### src/rtl/taiga_config.sv
// Core-wide configuration shared with the rest of the processor.
package taiga_config;

  localparam int XLEN = 32;

endpackage

### src/rtl/rca_config.sv
// RCA load/store types: request record, funct3 encodings, responder states,
// and the byte-lane / load-extension helpers used by the responder.
package rca_config;

  import taiga_config::*;

  typedef struct packed {
    logic [XLEN-1:0] addr;
    logic [XLEN-1:0] data;
    logic [2:0]      fn3;
    logic            is_load;
  } lsq_req_t;

  localparam logic [2:0] LS_B  = 3'b000;
  localparam logic [2:0] LS_H  = 3'b001;
  localparam logic [2:0] LS_W  = 3'b010;
  localparam logic [2:0] LS_BU = 3'b100;
  localparam logic [2:0] LS_HU = 3'b101;

  typedef enum logic [1:0] {
    LSQ_IDLE = 2'd0,
    LSQ_REQ  = 2'd1,
    LSQ_WAIT = 2'd2
  } lsq_state_t;

  // Byte enables for a store; unknown widths produce an empty mask.
  function automatic logic [3:0] lsq_be(lsq_req_t r);
    case (r.fn3)
      LS_B:    return 4'b0001 << r.addr[1:0];
      LS_H:    return r.addr[1] ? 4'b1100 : 4'b0011;
      LS_W:    return 4'b1111;
      default: return 4'b0000;
    endcase
  endfunction

  // Store data replicated across every lane so the enables pick the target.
  function automatic logic [XLEN-1:0] lsq_wdata(lsq_req_t r);
    case (r.fn3)
      LS_B:    return {4{r.data[7:0]}};
      LS_H:    return {2{r.data[15:0]}};
      default: return r.data;
    endcase
  endfunction

  // Move the addressed lane down to bit 0 and extend it to a full word.
  function automatic logic [XLEN-1:0] lsq_extend(input logic [XLEN-1:0] rdata,
                                                 input logic [1:0] lane,
                                                 input logic [2:0] fn3);
    logic [XLEN-1:0] sh;
    sh = rdata >> {lane, 3'b000};
    case (fn3)
      LS_B:    return {{24{sh[7]}}, sh[7:0]};
      LS_BU:   return {24'h0, sh[7:0]};
      LS_H:    return {{16{sh[15]}}, sh[15:0]};
      LS_HU:   return {16'h0, sh[15:0]};
      default: return sh;
    endcase
  endfunction

endpackage

### src/rtl/rca_lsq_fifo.sv
// In-order request queue: wrap-around read/write pointers plus an occupancy
// count. Exposes the head entry and the entry behind it.
module rca_lsq_fifo
  import rca_config::*;
#(
  parameter int DEPTH = 4
) (
  input  logic                   clk,
  input  logic                   rst,
  input  logic                   i_push,
  input  lsq_req_t               i_data,
  input  logic                   i_pop,
  output logic                   o_full,
  output logic                   o_empty,
  output lsq_req_t               o_head,
  output lsq_req_t               o_next,
  output logic [$clog2(DEPTH):0] o_count
);

  localparam int PW = $clog2(DEPTH);

  logic [PW-1:0] r_wr_ptr;
  logic [PW-1:0] r_rd_ptr;
  logic [PW:0]   r_count;
  lsq_req_t      r_mem [DEPTH];
  logic          w_push;
  logic          w_pop;

  assign o_full  = (r_count == (PW+1)'(DEPTH));
  assign o_empty = (r_count == '0);
  assign w_push  = i_push && !o_full;
  assign w_pop   = i_pop && !o_empty;
  assign o_head  = r_mem[r_rd_ptr];
  assign o_next  = r_mem[r_rd_ptr + PW'(1)];
  assign o_count = r_count;

  // Entry storage; contents are meaningless while the slot is unoccupied.
  always_ff @(posedge clk) begin
    if (w_push) r_mem[r_wr_ptr] <= i_data;
  end

  // Pointer and occupancy bookkeeping; push and pop together leave count alone.
  always_ff @(posedge clk or negedge rst) begin
    if (!rst) begin
      r_wr_ptr <= '0;
      r_rd_ptr <= '0;
      r_count  <= '0;
    end else begin
      if (w_push) r_wr_ptr <= r_wr_ptr + PW'(1);
      if (w_pop)  r_rd_ptr <= r_rd_ptr + PW'(1);
      case ({w_push, w_pop})
        2'b10:   r_count <= r_count + (PW+1)'(1);
        2'b01:   r_count <= r_count - (PW+1)'(1);
        default: r_count <= r_count;
      endcase
    end
  end

endmodule

### src/rtl/rca_lsq_responder.sv
// Load/store responder for one RCA operating unit. Queues OU requests and
// issues them one at a time on a word-wide memory port; loads are aligned
// and extended before being returned with a one-cycle load_complete.
// Optional: RCA_LSQ_LOAD_TIMEOUT_EN adds a wait counter that completes a load
// with zero data when memory never answers, flagged on sticky load_timeout.
// Memory handshake: a transfer happens on a cycle with mem_req && mem_ack;
// mem_req and every mem_* field stay stable until then. Read data returns
// later on mem_rvalid, with at most one load outstanding.
module rca_lsq_responder
  import taiga_config::*;
  import rca_config::*;
#(
  parameter int DEPTH     = 4,
  parameter int TIMEOUT_W = 8
) (
  input  logic            clk,
  input  logic            rst,
  input  logic            new_request,
  input  logic [XLEN-1:0] addr,
  input  logic [XLEN-1:0] data,
  input  logic [2:0]      fn3,
  input  logic            load,
  input  logic            store,
  output logic            lsq_full,
  output logic [XLEN-1:0] load_data,
  output logic            load_complete,
  output logic            mem_req,
  output logic [XLEN-1:0] mem_addr,
  output logic [XLEN-1:0] mem_wdata,
  output logic [3:0]      mem_be,
  output logic            mem_rnw,
  input  logic            mem_ack,
  input  logic [XLEN-1:0] mem_rdata,
  input  logic            mem_rvalid,
`ifdef RCA_LSQ_LOAD_TIMEOUT_EN
  output logic            load_timeout,
`endif
  output lsq_state_t      dbg_state
);

  localparam int CW = $clog2(DEPTH) + 1;

  lsq_state_t      r_state, w_state_nx;
  logic            r_mem_req, w_mem_req_nx;
  logic [XLEN-1:0] r_mem_addr, w_mem_addr_nx;
  logic [XLEN-1:0] r_mem_wdata, w_mem_wdata_nx;
  logic [3:0]      r_mem_be, w_mem_be_nx;
  logic            r_mem_rnw, w_mem_rnw_nx;
  logic [XLEN-1:0] r_load_data, w_ld_val;
  logic            r_load_complete, w_ld_done;
  logic            w_push, w_pop, w_full, w_empty, w_issue;
  lsq_req_t        w_req_in, w_head, w_next, w_src;
  logic [CW-1:0]   w_count;

`ifdef RCA_LSQ_LOAD_TIMEOUT_EN
  logic [TIMEOUT_W-1:0] r_wait_cnt;
  logic                 r_load_timeout;
  logic                 w_timeout_hit;
`else
  logic w_unused_timeout_w;
  assign w_unused_timeout_w = ^TIMEOUT_W;
`endif

  assign w_req_in = '{addr: addr, data: data, fn3: fn3, is_load: load};
  // Requests that are both or neither load/store are silently discarded.
  assign w_push   = new_request && !w_full && (load ^ store);

  rca_lsq_fifo #(.DEPTH(DEPTH)) u_fifo (
    .clk     (clk),
    .rst     (rst),
    .i_push  (w_push),
    .i_data  (w_req_in),
    .i_pop   (w_pop),
    .o_full  (w_full),
    .o_empty (w_empty),
    .o_head  (w_head),
    .o_next  (w_next),
    .o_count (w_count)
  );

  // Next-state, pop/complete decisions and the next registered mem_* fields.
  always_comb begin
    w_state_nx     = r_state;
    w_mem_req_nx   = r_mem_req;
    w_mem_addr_nx  = r_mem_addr;
    w_mem_wdata_nx = r_mem_wdata;
    w_mem_be_nx    = r_mem_be;
    w_mem_rnw_nx   = r_mem_rnw;
    w_issue        = 1'b0;
    w_src          = w_head;
    w_pop          = 1'b0;
    w_ld_done      = 1'b0;
    w_ld_val       = '0;
`ifdef RCA_LSQ_LOAD_TIMEOUT_EN
    w_timeout_hit  = 1'b0;
`endif
    case (r_state)
      LSQ_IDLE: begin
        if (!w_empty) begin
          w_state_nx   = LSQ_REQ;
          w_mem_req_nx = 1'b1;
          w_issue      = 1'b1;
        end
      end
      LSQ_REQ: begin
        if (mem_ack) begin
          if (w_head.is_load) begin
            w_state_nx   = LSQ_WAIT;
            w_mem_req_nx = 1'b0;
          end else begin
            w_pop = 1'b1;
            // Only an entry already resident can be chained straight on.
            if (w_count > CW'(1)) begin
              w_issue = 1'b1;
              w_src   = w_next;
            end else begin
              w_state_nx   = LSQ_IDLE;
              w_mem_req_nx = 1'b0;
            end
          end
        end
      end
      LSQ_WAIT: begin
        if (mem_rvalid) begin
          w_pop      = 1'b1;
          w_ld_done  = 1'b1;
          w_ld_val   = lsq_extend(mem_rdata, w_head.addr[1:0], w_head.fn3);
          w_state_nx = LSQ_IDLE;
        end
`ifdef RCA_LSQ_LOAD_TIMEOUT_EN
        else if (&r_wait_cnt) begin
          w_pop         = 1'b1;
          w_ld_done     = 1'b1;
          w_ld_val      = '0;
          w_timeout_hit = 1'b1;
          w_state_nx    = LSQ_IDLE;
        end
`endif
      end
      default: w_state_nx = LSQ_IDLE;
    endcase
    if (w_issue) begin
      w_mem_addr_nx  = {w_src.addr[XLEN-1:2], 2'b00};
      w_mem_wdata_nx = lsq_wdata(w_src);
      w_mem_be_nx    = w_src.is_load ? 4'b1111 : lsq_be(w_src);
      w_mem_rnw_nx   = w_src.is_load;
    end
  end

  // State and registered memory-port / load-result outputs.
  always_ff @(posedge clk or negedge rst) begin
    if (!rst) begin
      r_state         <= LSQ_IDLE;
      r_mem_req       <= 1'b0;
      r_mem_addr      <= '0;
      r_mem_wdata     <= '0;
      r_mem_be        <= '0;
      r_mem_rnw       <= 1'b0;
      r_load_data     <= '0;
      r_load_complete <= 1'b0;
    end else begin
      r_state         <= w_state_nx;
      r_mem_req       <= w_mem_req_nx;
      r_mem_addr      <= w_mem_addr_nx;
      r_mem_wdata     <= w_mem_wdata_nx;
      r_mem_be        <= w_mem_be_nx;
      r_mem_rnw       <= w_mem_rnw_nx;
      r_load_complete <= w_ld_done;
      if (w_ld_done) r_load_data <= w_ld_val;
    end
  end

`ifdef RCA_LSQ_LOAD_TIMEOUT_EN
  // Wait-cycle counter restarts on every entry to WAIT; timeout flag is sticky.
  always_ff @(posedge clk or negedge rst) begin
    if (!rst) begin
      r_wait_cnt     <= '0;
      r_load_timeout <= 1'b0;
    end else begin
      r_wait_cnt <= (r_state == LSQ_WAIT) ? r_wait_cnt + TIMEOUT_W'(1) : '0;
      if (w_timeout_hit) r_load_timeout <= 1'b1;
    end
  end
  assign load_timeout = r_load_timeout;
`endif

  assign lsq_full      = w_full;
  assign load_data     = r_load_data;
  assign load_complete = r_load_complete;
  assign mem_req       = r_mem_req;
  assign mem_addr      = r_mem_addr;
  assign mem_wdata     = r_mem_wdata;
  assign mem_be        = r_mem_be;
  assign mem_rnw       = r_mem_rnw;
  assign dbg_state     = r_state;

endmodule
### config.mk
export PLATFORM = sky130hd
export DESIGN_NAME = rca_lsq_responder
export DESIGN_NICKNAME = d
export VERILOG_FILES = /design/src/rtl/taiga_config.sv /design/src/rtl/rca_config.sv /design/src/rtl/rca_lsq_fifo.sv /design/src/rtl/rca_lsq_responder.sv
export SDC_FILE = /design/constraint.sdc
export NUM_CORES = 1
export LEC_CHECK = 0
export BUFFER_PORTS_ARGS = -buffer_cell sky130_fd_sc_hd__buf_4
export CORE_MARGIN = 3
export CORE_UTILIZATION = 60
export CTS_CLUSTER_DIAMETER = 200
export DETAILED_ROUTE_END_ITERATION = 8
export GPL_ROUTABILITY_DRIVEN = 0
export PLACE_DENSITY = 0.84
export SKIP_CTS_REPAIR_TIMING = 1
export SYNTH_ARGS = -nofsm -noshare
export SYNTH_HDL_FRONTEND = slang
export SYNTH_SLANG_ARGS = --single-unit
### constraint.sdc
create_clock -name clk -period 9.5 [get_ports clk]
set_clock_uncertainty 0.15 [all_clocks]
set_input_delay 2.375 -clock clk [delete_from_list [all_inputs] [get_ports clk]]
set_output_delay 2.375 -clock clk [all_outputs]
set_load 0.02 [all_outputs]
==> summary.md, run 1 <==
| Metric | Value |
|---|---|
| Depth of the CTS H-tree | 2 |
| Vias per cell | 6.39 |
| TritonCTS clock tree | yes |
| Delay-heaviest family, CP | compound AO/OA/AOI/OAI gates |
| Wire per inst | 23.0 µm |
| Port Buffers | about 210 |
| Via count | 10957 |
| Syn Area/Cell | 13.8 µm² |
| Final Net Count | between 1000 and 1500 |
| Clock transition at path regs | roughly 0.06 ns |
| Fin. max-slew vios | 0 |
| RSZ-0062 raised after global routing | no |
| Total CTS buffers | 39 |
| Share of post-route cells with drive strength above 1 | 0.251 |
| # setup viols final | 0 |
| Busiest grt layer | met2 |
| Largest net degree at the start of global routing | slightly above 90 |
| Period minus WS final | 5.32 ns |
| Worst-margin pin slew | 1.17 ns |
| CP Capture Type | register |
| WHS Path Cells | 2 |
| Cell Chain, Critical Path | buf_4 -> nand2_1 -> a211oi_4 -> buf_4 -> nand2_1 -> o21a_1 -> o221ai_1 -> a21oi_1 -> a32o_1 |
| P_leak | 7.32 nW |
| Synth cell types | 67 |
| #FFs+latches synth | 382 |
| N_diodes | 0 |
| Post-route ant nets | 0 |
| Cell row count | about 60 |
| Vias in the first global route | around 11000 |
| Post-synthesis cell area | between 15000 and 20000 µm² |
| Status | finished clean |
| Fin. Hold Viols | 0 |
| Die Area | between 20000 and 30000 µm² |
| FF-to-FF path depth | 8 |
| Max FO, Critical Path | 26 |
| Final instance area | 19200 µm² |
| Global Route Usage Sum | 0.272 |
| DRC violations left | 0 |
| Overflow after GRT | 0 |
| Floorplan die height | roughly 170 µm |
| Met2 usage | 0.457 |
| Startpoint types | input port |
| Critical Path AT | 5.59 ns |
| First-pass GRT wire length | 61100 µm |
| M3 GR Usage | 0.0581 |
| Critical Path RT | 9.77 ns |
| Min-Delay Path Class | register to register |
| Max-slew headroom at the worst pin | 0.219 |
| Slowest-stage cell, CP | a211oi_4 |
| Die width | 170 µm |
| Setup TNS | 0 ns |
| Dpl ws | 3.72 ns |
| Worst setup margin | ~4.2 ns |
| Most frequent cells in the layout | edfxtp_1 (272), buf_4 (221), nand2_1 (148), dfrtp_1 (108) |
| VDD IR-drop max | 0.205 mV |
| Slowest cell delay on critical path | 0.96 ns |
| Post-synthesis sequential area ratio | 0.675 |
| Worst Min Path Start | load_data[1]$_DFFE_PN0P_ |
| Worst path depth | 9 |
| Sink Count | 382 |
| Hpwl dp | roughly 24000 µm |
| Asr flop ratio synth | 0.288 |
| Count of flip-flops with a built-in enable after synthesis | 272 |
| Core ar. | 26300 µm² |
| F_max | around 190 MHz |
| Met1 Usage GRT | 0.358 |
| Initial core utilization | 0.616 |
| Worst reg2reg path startpoint | u_fifo.r_rd_ptr[1]$_DFFE_PN0P_ |
| Crit share post-route | 0.560 |
| Pwr Density | between 300 and 400 nW/µm² |
| Most common cell after layout, fill and taps aside | edfxtp_1 |
| DR pass1 iterations | 6 |
| MaxCap Viol Count | 0 |
| Post-Synthesis Cells | 1170 |
| Ys flop type | edfxtp_1 |
| Number of I/O pins | 212 |
| Initial detailed-routing violation count | 1218 |
| Total of warnings raised by yosys | 0 |
| Layout area overhead | 18.6% |
| Placed Area | 17900 µm² |
| Root Buffer | clkbuf_16 |
| Buf+Inv Stages, Crit Path | 2 |
| Clock Path Buffers | 3 |
| Worst-Skew Late Latency | 0.53 ns |
| Antenna violations before repair | 1 |
| Critical path origin | mem_ack |
| Setup CP Type | input port to register |
| Routed WL | 39500 µm |
## cell usage after synthesis, drive strengths merged (23+ instances only)
cell | instances | area [µm²]
o21ai | 48 | 240
clkbuf | 40 | 150
buf | 41 | 211
nand2 | 149 | 562
dfrtp | 110 | 2750
a211oi | 29 | 230
edfxtp | 272 | 8170
nor2b | 25 | 156
o22ai | 27 | 183
nor2 | 44 | 165
a221oi | 23 | 201
mux4 | 25 | 563
o31ai | 28 | 210
a21oi | 46 | 230
mux2i | 37 | 383
## area by class of cell
cell class	count	area, µm²
clock buffer	54	1130
inverter	18	67.6
multi-input combinational	690	4860
timing repair buffer	221	1660
clock inverter	16	125
sequential	382	10900
fill	1628	7090
tap	335	419
## kinds of logic (layout without fill, tap and decap cells)
kind of cell / count (synthesis) / in the layout / share of synthesized area
fa+ha+maj: 12 / 12 / 0.00928
compound gates: 302 / 302 / 0.133
buf+inv: 99 / 309 / 0.0265
mux: 83 / 83 / 0.0731
flops: 382 / 382 / 0.675
other cells: 1 / 2 / 0.000232
xor+xnor: 7 / 7 / 0.00379
simple gates: 284 / 284 / 0.0787
## metrics by stage
| stage | hold WS (ns) | utilization | instances | power, mW |
|---|---|---|---|---|
| 2_1_floorplan | 0.364 | - | 1171 | 4.24 |
| 3_3_place_gp | 0.312 | 0.682 | 1646 | 5.08 |
| 3_5_place_dp | 0.321 | 0.682 | 1646 | 5.18 |
| 4_1_cts | 0.334 | 0.730 | 1716 | 6.69 |
| 5_1_grt | 0.362 | 0.730 | 1716 | 7.03 |
| 6_report | 0.328 | 0.730 | 1716 | 6.68 |
## tightest hold or removal path, cell delays in order, from the launching register on
cell	delay, ns
dfrtp_1	0.34
nand2_1	0.05
nand2_1	0.06
## final timing paths
| kind | to | slack [ns] |
|---|---|---|
| max | mem_wdata[31]$_DFFE_PN0P_ | 4.18 |
| min | load_data[1]$_DFFE_PN0P_ | 0.33 |
| max reg2reg | mem_wdata[31]$_DFFE_PN0P_ | 4.89 |
| min reg2reg | load_data[1]$_DFFE_PN0P_ | 0.33 |
| max in group asynchronous | mem_addr[13]$_DFFE_PN0P_ | 6.11 |
| min in group asynchronous | load_data[2]$_DFFE_PN0P_ | 1.82 |
## state kept, by name, indices dropped and copies added (netlist names)
name / cells
u_fifo.r_mem: 272
load_data: 32
mem_wdata: 32
mem_addr: 30
mem_be: 4
u_fifo.o_count: 3
dbg_state: 2
u_fifo.r_rd_ptr: 2
u_fifo.r_wr_ptr: 2
load_complete: 1
mem_req: 1
mem_rnw: 1
## metal layers
| layer | routed length (µm) | vias up |
|---|---|---|
| li1 | - | 4870 |
| met2 | 20000 | 595 |
| met1 | 15000 | 5404 |
| met3 | 3450 | 86 |
| met4 | 1070 | 2 |
| met5 | 20 | - |
## power breakdown
| group | switching (mW) | leakage (nW) | internal [mW] |
|---|---|---|---|
| clock network | 0.626 | 0.619 | 0.866 |
| registers | 0.256 | 3.80 | 2.17 |
| logic | 1.68 | 2.90 | 1.08 |
| total | 2.56 | 7.32 | 4.12 |
Power figures use the tool's default switching activity.
==> run 2, diff against run 1 <==
--- a/config.mk
+++ b/config.mk
@@ -7,11 +7,11 @@
 export LEC_CHECK = 0
 export BUFFER_PORTS_ARGS = -buffer_cell sky130_fd_sc_hd__buf_4
 export CORE_MARGIN = 3
-export CORE_UTILIZATION = 60
+export CORE_UTILIZATION = 52
 export CTS_CLUSTER_DIAMETER = 200
 export DETAILED_ROUTE_END_ITERATION = 8
 export GPL_ROUTABILITY_DRIVEN = 0
-export PLACE_DENSITY = 0.84
+export PLACE_DENSITY = 0.78
 export SKIP_CTS_REPAIR_TIMING = 1
 export SYNTH_ARGS = -nofsm -noshare
 export SYNTH_HDL_FRONTEND = slang
==> constraint.sdc (replaced) <==
create_clock -name clk -period 4.25 [get_ports clk]
set_clock_uncertainty 0.15 [all_clocks]
set_input_delay 1.0625 -clock clk [delete_from_list [all_inputs] [get_ports clk]]
set_output_delay 1.0625 -clock clk [all_outputs]
set_load 0.02 [all_outputs]
==> summary.md, run 2 (synthesis results as in run 1) <==
| Metric | Value |
|---|---|
| Initial core utilization | 0.537 (-0.0783) |
| Max reg flops | 272 (unchanged) |
| Share of post-route cells with drive strength above 1 | 0.257 (+0.00586) |
| Critical path origin | u_fifo.r_rd_ptr[0]$_DFFE_PN0P_ |
| First-pass GRT wire length | 61600 µm (+0.81%) |
| Core ar. | 30100 µm² (+15%) |
| Critical Path RT | 4.48 ns (-5.29 ns) |
| Final instance area | 19500 µm² (+1.7%) |
| Layout area overhead | 20.6% |
| Startpoint types | register |
| CP Capture Type | register |
| Fin. Hold Viols | 0 (unchanged) |
| Setup CP Type | register to register |
| Most common cell after layout, fill and taps aside | edfxtp_1 |
| Worst-margin pin slew | 1.07 ns (-0.0972 ns) |
| Sink Count | 382 (unchanged) |
| Floorplan die height | 182 µm (+7.2%) |
| MaxCap Viol Count | 0 (unchanged) |
| DRC violations left | 0 (unchanged) |
| Antenna violations before repair | 1 (unchanged) |
| Number of I/O pins | 212 (unchanged) |
| Max FO, Critical Path | 43 (+65%) |
| # setup viols final | 0 (unchanged) |
| P_leak | 7.44 nW (+1.7%) |
| Dpl ws | 0.606 ns (-3.11 ns) |
| Port Buffers | 209 (unchanged) |
| Wire per inst | 22.2 µm (-3.8%) |
| Total CTS buffers | 40 (+2.6%) |
| Final Core Density | 0.648 (-0.0822) |
| Overflow after GRT | 0 (unchanged) |
| N_diodes | 0 (unchanged) |
| Die Area | 33300 µm² (+15%) |
| Cell row count | 63 (+6.8%) |
| Worst setup margin | 0.697 ns (-3.48 ns) |
| Min-Delay Path Class | input port to asynchronous set/reset pin |
| TritonCTS clock tree | yes |
| Pwr Density | 776 nW/µm² (+120%) |
| F_max | 281 MHz |
| Final Net Count | 1490 (+1.4%) |
| Max-slew headroom at the worst pin | 0.280 (+0.0609) |
| Fin. max-slew vios | 0 (unchanged) |
| VDD IR-drop max | 0.577 mV (+180%) |
| Initial detailed-routing violation count | 997 (-18%) |
| Most frequent cells in the layout | edfxtp_1 (272), buf_4 (235), nand2_1 (148), dfrtp_1 (108), a21oi_1 (46) |
| Worst-Skew Late Latency | 0.54 ns (about the same) |
| Root Buffer | clkbuf_16 |
| Die width | 182 µm (+7.2%) |
| Pwr Total | 15.1 mW (+130%) |
| Clock transition at path regs | 0.06 ns (about the same) |
| Worst reg2reg path startpoint | u_fifo.r_rd_ptr[0]$_DFFE_PN0P_ |
| Clock Path Buffers | 3 (unchanged) |
| Routed WL | 39700 µm (+0.56%) |
| Most flops, register | u_fifo.r_mem |
| Crit share post-route | 0.836 |
| Vias in the first global route | 11104 (+0.35%) |
| Status | finished clean |
| Largest net degree at the start of global routing | 62 (-33%) |
| Hpwl dp | 25500 µm (+7.0%) |
| Critical Path AT | 3.78 ns (-1.81 ns) |
| Post-route ant nets | 0 (unchanged) |
| RSZ-0062 raised after global routing | no |
| Depth of the CTS H-tree | 2 (unchanged) |
| DR pass1 iterations | 5 (-1) |
| Placed Area | 18200 µm² (+1.5%) |
| Via count | 10939 (-0.16%) |
| Period minus WS final | 3.55 ns |
| Setup TNS | 0 ns (unchanged) |
| Vias per cell | 6.10 (-4.5%) |
| Global Route Usage Sum | 0.235 (-0.0373) |
[run 2: metal layers]
metal	GRT usage	wire, µm	vias up
met2	0.398	20000	452
met3	0.0510	3190	89
met1	0.301	15400	5483
li1	-	-	4913
met5	0	13	-
met4	0.0859	1190	2
[run 2: final timing paths]
| kind | end | slack [ns] | cells past startpoint |
|---|---|---|---|
| hold reg to reg | load_data[2]$_DFFE_PN0P_ | 0.33 | 2 |
| setup reg to reg | mem_wdata[27]$_DFFE_PN0P_ | 0.70 | 7 |
| setup / recovery | mem_wdata[27]$_DFFE_PN0P_ | 0.70 | 7 |
| hold / removal | mem_addr[7]$_DFFE_PN0P_ | 0.31 | 1 |
| max in group asynchronous | load_data[29]$_DFFE_PN0P_ | 2.78 | 2 |
| min in group clk | load_data[2]$_DFFE_PN0P_ | 0.33 | 2 |
[run 2: power breakdown]
group	internal (mW)	switching [mW]	total [mW]
logic	2.50	3.80	6.30
registers	4.85	0.525	5.38
clock network	2.05	1.41	3.46
[run 2: layout make-up]
type | instances | area [µm²]
sequential | 382 | 10900
fill | 2143 | 10600
multi-input combinational | 690 | 4850
timing repair buffer | 240 | 1860
clock buffer | 58 | 1100
tap | 390 | 488
clock inverter | 16 | 213
inverter | 18 | 67.6
[run 2: through the flow]
step                      hold WS (ns)  instances
final                            0.307       1794
after global routing             0.316       1794
after CTS                        0.312       1794
after detailed placement         0.321       1720
after global placement           0.313       1720
after floorplan                  0.364       1171
[run 2: critical path: stages, from the launching register on]
cell       delay (ns)
dfrtp_2          0.57
mux4_2           0.66
a211oi_4         0.36
buf_4            0.51
mux2i_1          0.30
o2bb2ai_1        0.11
a221oi_1         0.49
o221ai_1         0.21
==> run 3, diff against run 2 <==
--- a/config.mk
+++ b/config.mk
@@ -5,13 +5,14 @@
 export SDC_FILE = /design/constraint.sdc
 export NUM_CORES = 1
 export LEC_CHECK = 0
+export ABC_AREA = 1
 export BUFFER_PORTS_ARGS = -buffer_cell sky130_fd_sc_hd__buf_4
 export CORE_MARGIN = 3
-export CORE_UTILIZATION = 52
+export CORE_UTILIZATION = 58
 export CTS_CLUSTER_DIAMETER = 200
 export DETAILED_ROUTE_END_ITERATION = 8
 export GPL_ROUTABILITY_DRIVEN = 0
-export PLACE_DENSITY = 0.78
+export PLACE_DENSITY = 0.82
 export SKIP_CTS_REPAIR_TIMING = 1
 export SYNTH_ARGS = -nofsm -noshare
 export SYNTH_HDL_FRONTEND = slang
==> constraint.sdc (replaced) <==
create_clock -name clk -period 3.38 [get_ports clk]
set_clock_uncertainty 0.15 [all_clocks]
set_input_delay 0.845 -clock clk [delete_from_list [all_inputs] [get_ports clk]]
set_output_delay 0.845 -clock clk [all_outputs]
set_load 0.02 [all_outputs]
==> summary.md, run 3 <==
| Metric | Value |
|---|---|
| Most common cell after layout, fill and taps aside | nand2_1 |
| Largest family of logic cells by synthesized area | simple AND/OR/NAND/NOR gates |
| Max FO, Critical Path | 27 (-37%) |
| Final Non-Filler Cells | 2345 (+31%) |
| Syn Area/Cell | 9.97 µm² (-28%) |
| Max-slew headroom at the worst pin | 0.293 (+0.0133) |
| Cell Chain, Critical Path | inv_1 -> buf_4 -> nand3_1 -> nand2_1 -> nor2_4 -> nand2_4 -> buf_4 -> nand2_1 -> nand2_2 -> nand2_4 -> nor2_2 -> nand2_1 -> nand3_1 -> nand2_1 -> nand2_1 |
| First-pass GRT wire length | 73400 µm (+19%) |
| Share of post-route cells with drive strength above 1 | 0.189 (-0.0684) |
| Critical Path AT | 3.36 ns (-0.42 ns) |
| Die width | 178 µm (-2.2%) |
| Antenna violations before repair | 2 (+1) |
| Area of the multi-input gates | 5370 µm² (+11%) |
| Initial detailed-routing violation count | 1951 (+96%) |
| Hold slack | 0.220 ns (-0.0876 ns) |
| F_max | 329 MHz (+17%) |
| Wire per inst | 20.3 µm (-8.5%) |
| Total CTS buffers | 40 (unchanged) |
| Vias per cell | 6.05 (-0.86%) |
| Slowest-stage cell, CP | dfrtp_1 |
| Overflow after GRT | 0 (unchanged) |
| TritonCTS clock tree | yes |
| Delay-heaviest family, CP | simple AND/OR/NAND/NOR gates |
| Sink Count | 382 (unchanged) |
| Total of warnings raised by yosys | 0 (unchanged) |
| Min-Delay Path Class | input port to asynchronous set/reset pin |
| Post-synth top area share | 0.474 (-0.0313) |
| P_leak | 8.86 nW (+19%) |
| Most flops, register | u_fifo.r_mem |
| MaxCap Viol Count | 0 (unchanged) |
| Most frequent cells after synthesis | nand2_1 (458), edfxtp_1 (272), o21ai_0 (133) |
| Fin. Hold Viols | 0 (unchanged) |
| Post-Synth Simple-Gate Area | 0.184 (+0.105) |
| Most frequent cells in the layout | nand2_1 (456), edfxtp_1 (272), buf_4 (249), o21ai_0 (133), inv_1 (125) |
| Asr flop ratio synth | 0.288 (unchanged) |
| Post-synthesis mux area share | 0 (-0.0731) |
| Post-Synth XOR/XNOR Area | 0.00356 (-0.000235) |
| FF-to-FF path depth | 15 (+8) |
| CP Capture Type | register |
| Critical Path RT | 3.70 ns (-0.78 ns) |
| Routed WL | 47500 µm (+20%) |
| #FFs+latches synth | 382 (unchanged) |
| Synth Area in Adders | 0.00871 (-0.000575) |
| Cell row count | 62 (-1.6%) |
| Count of flip-flops with a built-in enable after synthesis | 272 (unchanged) |
| Startpoint types | register |
| Pwr Density | 1030 nW/µm² (+33%) |
| Period minus WS final | 3.04 ns (-0.512 ns) |
| Cells after DPL | 2271 (+32%) |
| Layout area overhead | 20.5% (about the same) |
| Status | finished clean |
| Worst-Skew Late Latency | 0.54 ns (about the same) |
| Slowest cell delay on critical path | 0.53 ns (-0.13 ns) |
| Worst reg2reg path startpoint | u_fifo.r_rd_ptr[1]$_DFFE_PN0P_ |
| Clock transition at path regs | 0.06 ns (about the same) |
| Post-synthesis sequential area ratio | 0.633 (-0.0418) |
| Compound-Gate Fraction of Synth Area | 0.113 (-0.0205) |
| Worst-margin pin slew | 1.06 ns (-0.0141 ns) |
| Setup TNS | 0 ns (unchanged) |
| Buf+Inv Stages, Crit Path | 3 (+2) |
| Port Buffers | 209 (unchanged) |
| Fin. max-slew vios | 0 (unchanged) |
| Crit share post-route | 0.900 (+0.0636) |
| Ys flop type | edfxtp_1 |
| Initial core utilization | 0.594 (+0.0572) |
| DR pass1 iterations | 8 (+3) |
| Largest net degree at the start of global routing | 66 (+6.5%) |
| Root Buffer | clkbuf_16 |
| FF-to-FF setup slack | 0.34 ns (-0.36 ns) |
| Top-count cell post-synth | nand2_1 |
| VDD IR-drop max | 0.708 mV (+23%) |
| Critical R2R Capture | mem_be[2]$_DFFE_PN0P_ |
| Global Route Usage Sum | 0.295 (+0.0597) |
| Filler Cells Inserted | 1920 (-10%) |
| Floorplan die height | 178 µm (-2.2%) |
| Max reg flops | 272 (unchanged) |
| N_diodes | 0 (unchanged) |
| Number of I/O pins | 212 (unchanged) |
| Via count | 14176 (+30%) |
| Clock Path Buffers | 3 (unchanged) |
| Depth of the CTS H-tree | 2 (unchanged) |
| Hpwl dp | 29700 µm (+17%) |
| Final Net Count | 2047 (+37%) |
| Post-Synthesis Cells | 1730 (+48%) |
| Cell taking the most area after synthesis | edfxtp_1 |
| Post-route ant nets | 0 (unchanged) |
| Core ar. | 29000 µm² (-3.6%) |
| Synth top area cells | edfxtp_1 (47%), dfrtp_1 (16%), nand2_1 (10%), o21ai_0 (3.9%), o22ai_1 (3.5%) |
| # setup viols final | 0 (unchanged) |
| Vias in the first global route | 13747 (+24%) |
| Storage cell area | 10900 µm² (about the same) |
| Most Frequent Cell on Critical Path | nand2_1 |
| DRC violations left | 0 (unchanged) |
| Setup CP Type | register to register |
| RSZ-0062 raised after global routing | no |
| Die Area | 31800 µm² (-4.3%) |
| Post-synthesis cell area | 17200 µm² (+6.6%) |
| Synth cell types | 40 (-40%) |
[run 3: cell count changes after synthesis, sizes merged, moves of 20 or more]
cell,before,now
a21oi,46,22
mux2,21,0
o31ai,28,0
mux4,25,0
inv,16,131
o22ai,27,97
a211oi,29,3
o21ai,48,188
mux2i,37,0
a221o,20,0
nor2b,25,0
nor2,44,140
nand3,13,110
nand2,149,469
[run 3: final cells by class]
class                      instances  area share
multi-input combinational       1119       0.258
inverter                         131      0.0237
sequential                       382       0.526
tap                              384      0.0231
clock buffer                      50      0.0529
clock inverter                    24      0.0206
timing repair buffer             255      0.0957
[run 3: kinds of logic (layout without fill, tap and decap cells)]
logic type | count (synthesis) | after routing
xor gates and xnor gates | 7 | 7
adders and majority gates | 12 | 12
AOI/OAI and AO/OA | 343 | 343
DFF | 382 | 382
other | 1 | 2
buffers and inverters | 230 | 460
and+or+nand+nor | 755 | 755
[run 3: power breakdown]
| group | leakage [nW] | switching (mW) | internal (mW) |
|---|---|---|---|
| Clock | 0.742 | 1.83 | 3.23 |
| Sequential | 3.80 | 0.650 | 6.11 |
| Combinational | 4.31 | 6.48 | 3.13 |
| Total | 8.86 | 8.96 | 12.5 |
[run 3: how the worst max path moves through the flow]
stage	start	to	slack (ns)	depth (start not counted)
6_report	u_fifo.r_rd_ptr[1]$_DFFE_PN0P_	mem_be[2]$_DFFE_PN0P_	0.34	15
5_1_grt	u_fifo.r_rd_ptr[1]$_DFFE_PN0P_	mem_be[3]$_DFFE_PN0P_	0.1	15
4_1_cts	u_fifo.r_rd_ptr[1]$_DFFE_PN0P_	mem_wdata[9]$_DFFE_PN0P_	0.39	14
3_5_place_dp	mem_ack	mem_wdata[9]$_DFFE_PN0P_	0.40	12
3_3_place_gp	mem_ack	mem_be[2]$_DFFE_PN0P_	0.49	13
2_1_floorplan	load	u_fifo.r_mem[0][0]$_DFFE_PP_	-0.28	3
[run 3: stage by stage]
stage	instance area, µm²	util	power, mW	worst slack [ns]
floorplan	17300	-	13.0	-0.276
global placement	19300	0.664	15.8	0.489
detailed placement	19300	0.664	16.1	0.395
CTS	20800	0.716	21.3	0.386
global route	20800	0.716	22.6	0.0994
finish	20800	0.716	21.4	0.339
[run 3: layer usage]
metal,routed length (µm),global-route usage,up-vias
met2,22600,0.473,963
li1,-,-,6346
met5,25,0,-
met4,1660,0.117,4
met1,17800,0.391,6696
met3,5510,0.0705,167
